--- config.mk ---
export PLATFORM = sky130hd
export DESIGN_NAME = xor_syndrome_stage
export DESIGN_NICKNAME = d
export VERILOG_FILES = /design/src/rtl/xor_response_checker_syndrome_stage.sv
export SDC_FILE = /design/constraint.sdc
export NUM_CORES = 1
export LEC_CHECK = 0
export BUFFER_PORTS_ARGS = -buffer_cell sky130_fd_sc_hd__clkbuf_2
export CORE_AREA = 3 3 101 103
export CTS_CLUSTER_DIAMETER = 40
export DETAILED_ROUTE_END_ITERATION = 10
export DIE_AREA = 0 0 104 106
export GPL_ROUTABILITY_DRIVEN = 0
export PLACE_DENSITY = 0.77
export SYNTH_ARGS = -nofsm -noshare
export SYNTH_HDL_FRONTEND = slang
export SYNTH_SLANG_ARGS = --single-unit
--- constraint.sdc ---
create_clock -name clk -period 1.7 [get_ports clk]
set_input_delay 0.255 -clock clk [delete_from_list [all_inputs] [get_ports clk]]
set_output_delay 0.255 -clock clk [all_outputs]
set_load 0.05 [all_outputs]
--- src/rtl/xor_response_checker_syndrome_stage.sv ---
// First pipeline stage of the checker: folds each accepted beat into a
// syndrome (operand A ^ operand B ^ DUT result) plus its valid flag.
module xor_syndrome_stage #(
  parameter int unsigned WIDTH = 64
) (
  input  logic             clk,
  input  logic             rst,
  input  logic             clear_i,
  input  logic             accept_i,
  input  logic [WIDTH-1:0] input1_i,
  input  logic [WIDTH-1:0] input2_i,
  input  logic [WIDTH-1:0] dut_out_i,
  output logic [WIDTH-1:0] syn_o,
  output logic             v1_o
);

  logic [WIDTH-1:0] syn_q;
  logic             v1_q;

  // NOTE: clocked state uses non-blocking assignments so every register
  // samples the pre-edge values, regardless of block ordering.
  always_ff @(posedge clk) begin
    if (rst || clear_i) begin
      v1_q  <= 1'b0;
      // NOTE: the syndrome is cleared too, so nothing downstream can ever
      // observe X even if a consumer forgets to qualify it with v1.
      syn_q <= '0;
    end else begin
      v1_q <= accept_i;
      if (accept_i) begin
        syn_q <= input1_i ^ input2_i ^ dut_out_i;
      end
    end
  end

  assign syn_o = syn_q;
  assign v1_o  = v1_q;

endmodule : xor_syndrome_stage

==> results.md <==
- Syn_area_per_cell: 17.9 um^2
- Rows: 35
- Root Driver: clkbuf_8
- Int Power: roughly 3300 uW
- P per Cell Area: approximately 830 mW/mm^2
- Die W: 104 um
- Mapped Area: 0.00373 mm^2
- Rel. slew slack: between 70% and 80%
- Initial Util: 40.2%
- Post-synth top area share: between 30% and 40%
- Switching Share: 26.7%
- Synth area leader: xnor3_1
- CTS Buf Count: 9
- Routed Antenna Nets: 0
- Max VDD drop: between 0.4 and 0.5 mV
- Share of cells above drive strength 1: between 60% and 70%
- Worst R2R Setup Slack: 1.12 ns
- P&R area growth vs syn: 44.8%
- Tot Pwr: 4510 uW
- XOR/XNOR Fraction of Synth Area: 38.6%
- Register area share after synthesis: 34.8%
- # nets final: 665
- Final worst-path cycle share: 73.5%
- DRT iter0 DRCs: 61
- Worst setup margin: 0.450 ns
- Worst hold slack: 0.227 ns
- CTS Buffer Depth: 2
- Core area: about 0.0093 mm^2
- Sequential Power Share: between 30% and 40%
- Hold Vio Cnt, Final: 0
- Syn Nets: around 410
- Critical path startpoint category: flop
- Remaining Overflow, GRT: 0
- Met3 usage: 5.10%
- Post-synthesis mux area share: 0%
- Max H-tree Level: 3
- Clock-pin slew on the worst setup and hold paths: 0.08 ns
- Status: complete, no violations
- Slowest library cell on the worst path: dfxtp_1
- CP Data Arrival Time: 1.00 ns
- GRT met2 Usage: 30.2%
- Synth Warn #: 0
- Largest family of logic cells by synthesized area: XOR/XNOR gates
- Maximum clock frequency: 800 MHz
- Total routed wirelength: about 9.4 mm
- Clock Skews: 0 ns
- Top Family by Delay on Critical Path: flip-flops
- Synth area leaders: xnor3_1 39%, dfxtp_1 35%, o2bb2ai_2 20%
- Initial antenna violation count: 0
- Die Span Y: 106 um
- # port buffers: 260
- CTS tree: yes
- Lkg Pwr: 0.00303 uW
- Crit. End Element: output port
- Met1 Resource Use GR: 16.8%
- DP HPWL: 7.67 mm
- Vias in the first global route: 2987
- Clock latency on the worst-skew pair: roughly 0.32 ns
- DIE AREA: 0.0110 mm^2
- Kind of critical path: reg2out
- Post-synth cell types: 11
- Net switching power: 1210 uW
- Power share of the clock group: between 30% and 40%
- First-pass GRT wire length: 14.3 mm
- Endpoints failing setup: 0
- Post-synthesis compound-gate area fraction: a little under a quarter
- DR vias/cell: 4.57
- IO Pins: 261
- HP Class: in2reg
- Post-Syn Instances: 209
- Pre-CTS WS: between 0.3 and 0.4 ns
- Sum of buffers and inverters on the critical path: 1
- Largest net degree at the start of global routing: 66
- Comb pwr share: 26.2%
- Multi-input logic area: 0.00234 mm^2
- Ant. Diodes: 0
- PostCTS Resize Cnt: 0
- DRT Pass-1 Iters: 4
- Synth Register Bits: 65
- WL per Instance: 15.5 um
- RSZ-0062 raised after global routing: false
- CP required: 1.44 ns
- Gr usage total: 16.2%
- Final min period: around 1.3 ns
- Layout fillers: 792
- # clock sinks: 65
- Most used routing layer: met2
- Max stage delay on crit path: 0.37 ns
- Crit-path cells: clkbuf_2
- Max-slew violation count: 0
- TNS Setup: 0 ns
- Area share of fa/ha/maj cells after synthesis: 0%
- Setup bufs post-CTS: 0
- Post-synthesis simple-gate area fraction: less than 1%
- Reg area: 0.00130 mm^2
- Max Fanout on Critical Path: 2
- Hold_buf cts: 0
- DRC viols: 0
- Slew @ Worst Pin: ~0.42 ns
- Vias post-DR: 2758
- Max-cap violations: 0
==> sequential cells by signal (all words and copies together), names as in the netlist <==
register and flops:
syn_o 64, v1_o 1
==> final timing paths <==
path | startpoint | endpoint | cells after the start
setup / recovery | syn_o[27] | syn_o[27] | 1
hold / removal | dut_out_i[62] | syn_o[62] | 3
setup reg to reg | syn_o[2] | syn_o[2] | 1
hold reg to reg | syn_o[35] | syn_o[35] | 1
==> stage by stage <==
| step | std cells | instance area, um^2 | util, % |
|---|---|---|---|
| after floorplan | 209 | 3730 | - |
| after global placement | 587 | 5140 | 55.4 |
| after detailed placement | 587 | 5140 | 55.4 |
| after CTS | 603 | 5410 | 58.2 |
| after global routing | 603 | 5410 | 58.2 |
| final | 603 | 5410 | 58.2 |
==> layout by cell type, fill, tap and decap left out <==
master	synthesis	routed
xnor3_1	64	64
o2bb2ai_2	49	49
clkbuf_2	0	260
o2bb2ai_1	15	15
buf_12	0	2
or3b_4	0	1
inv_2	1	1
clkinvlp_4	0	1
bufinv_16	0	3
nor3_4	1	1
dfxtp_1	65	65
clkbuf_8	0	12
==> routing by layer <==
metal / up-vias / part of all wire, % / routed length, um
li1: 1349 / - / -
met5: - / 0 / 0
met2: 148 / 54 / 5040
met4: 0 / 1.9 / 179
met1: 1244 / 36 / 3370
met3: 17 / 8.2 / 769
==> area by class of cell <==
cell class              instances  share of cell area (%)
clock buffers                  12                    3.05
clock inverters                 4                    1.81
inverters                       1                  0.0694
multi-input cells             130                    43.2
flip-flops and latches         65                    24.1
well taps                     129                    2.99
repair buffers                262                    24.8
==> power groups by stage <==
stage	Sequential (uW)	Clock, uW	Combinational (uW)
floorplan	1930	0	547
global placement	1680	0	1170
detailed placement	1680	0	1200
CTS	1650	1730	1200
global route	1660	1790	1250
finish	1650	1680	1180
==> cell usage after synthesis <==
cell type / instances
dfxtp_1: 65
xnor3_1: 64
o2bb2ai_2: 49
o2bb2ai_1: 15
buf_2: 5
buf_6: 5
clkbuf_1: 2
buf_4: 1
inv_2: 1
nor3_4: 1
or3b_1: 1
==> kinds of logic after synthesis <==
family,Yosys count
buf+inv,14
simple gates,2
xor+xnor,64
compound gates,64
flops,65
Power figures use the tool's default switching activity.
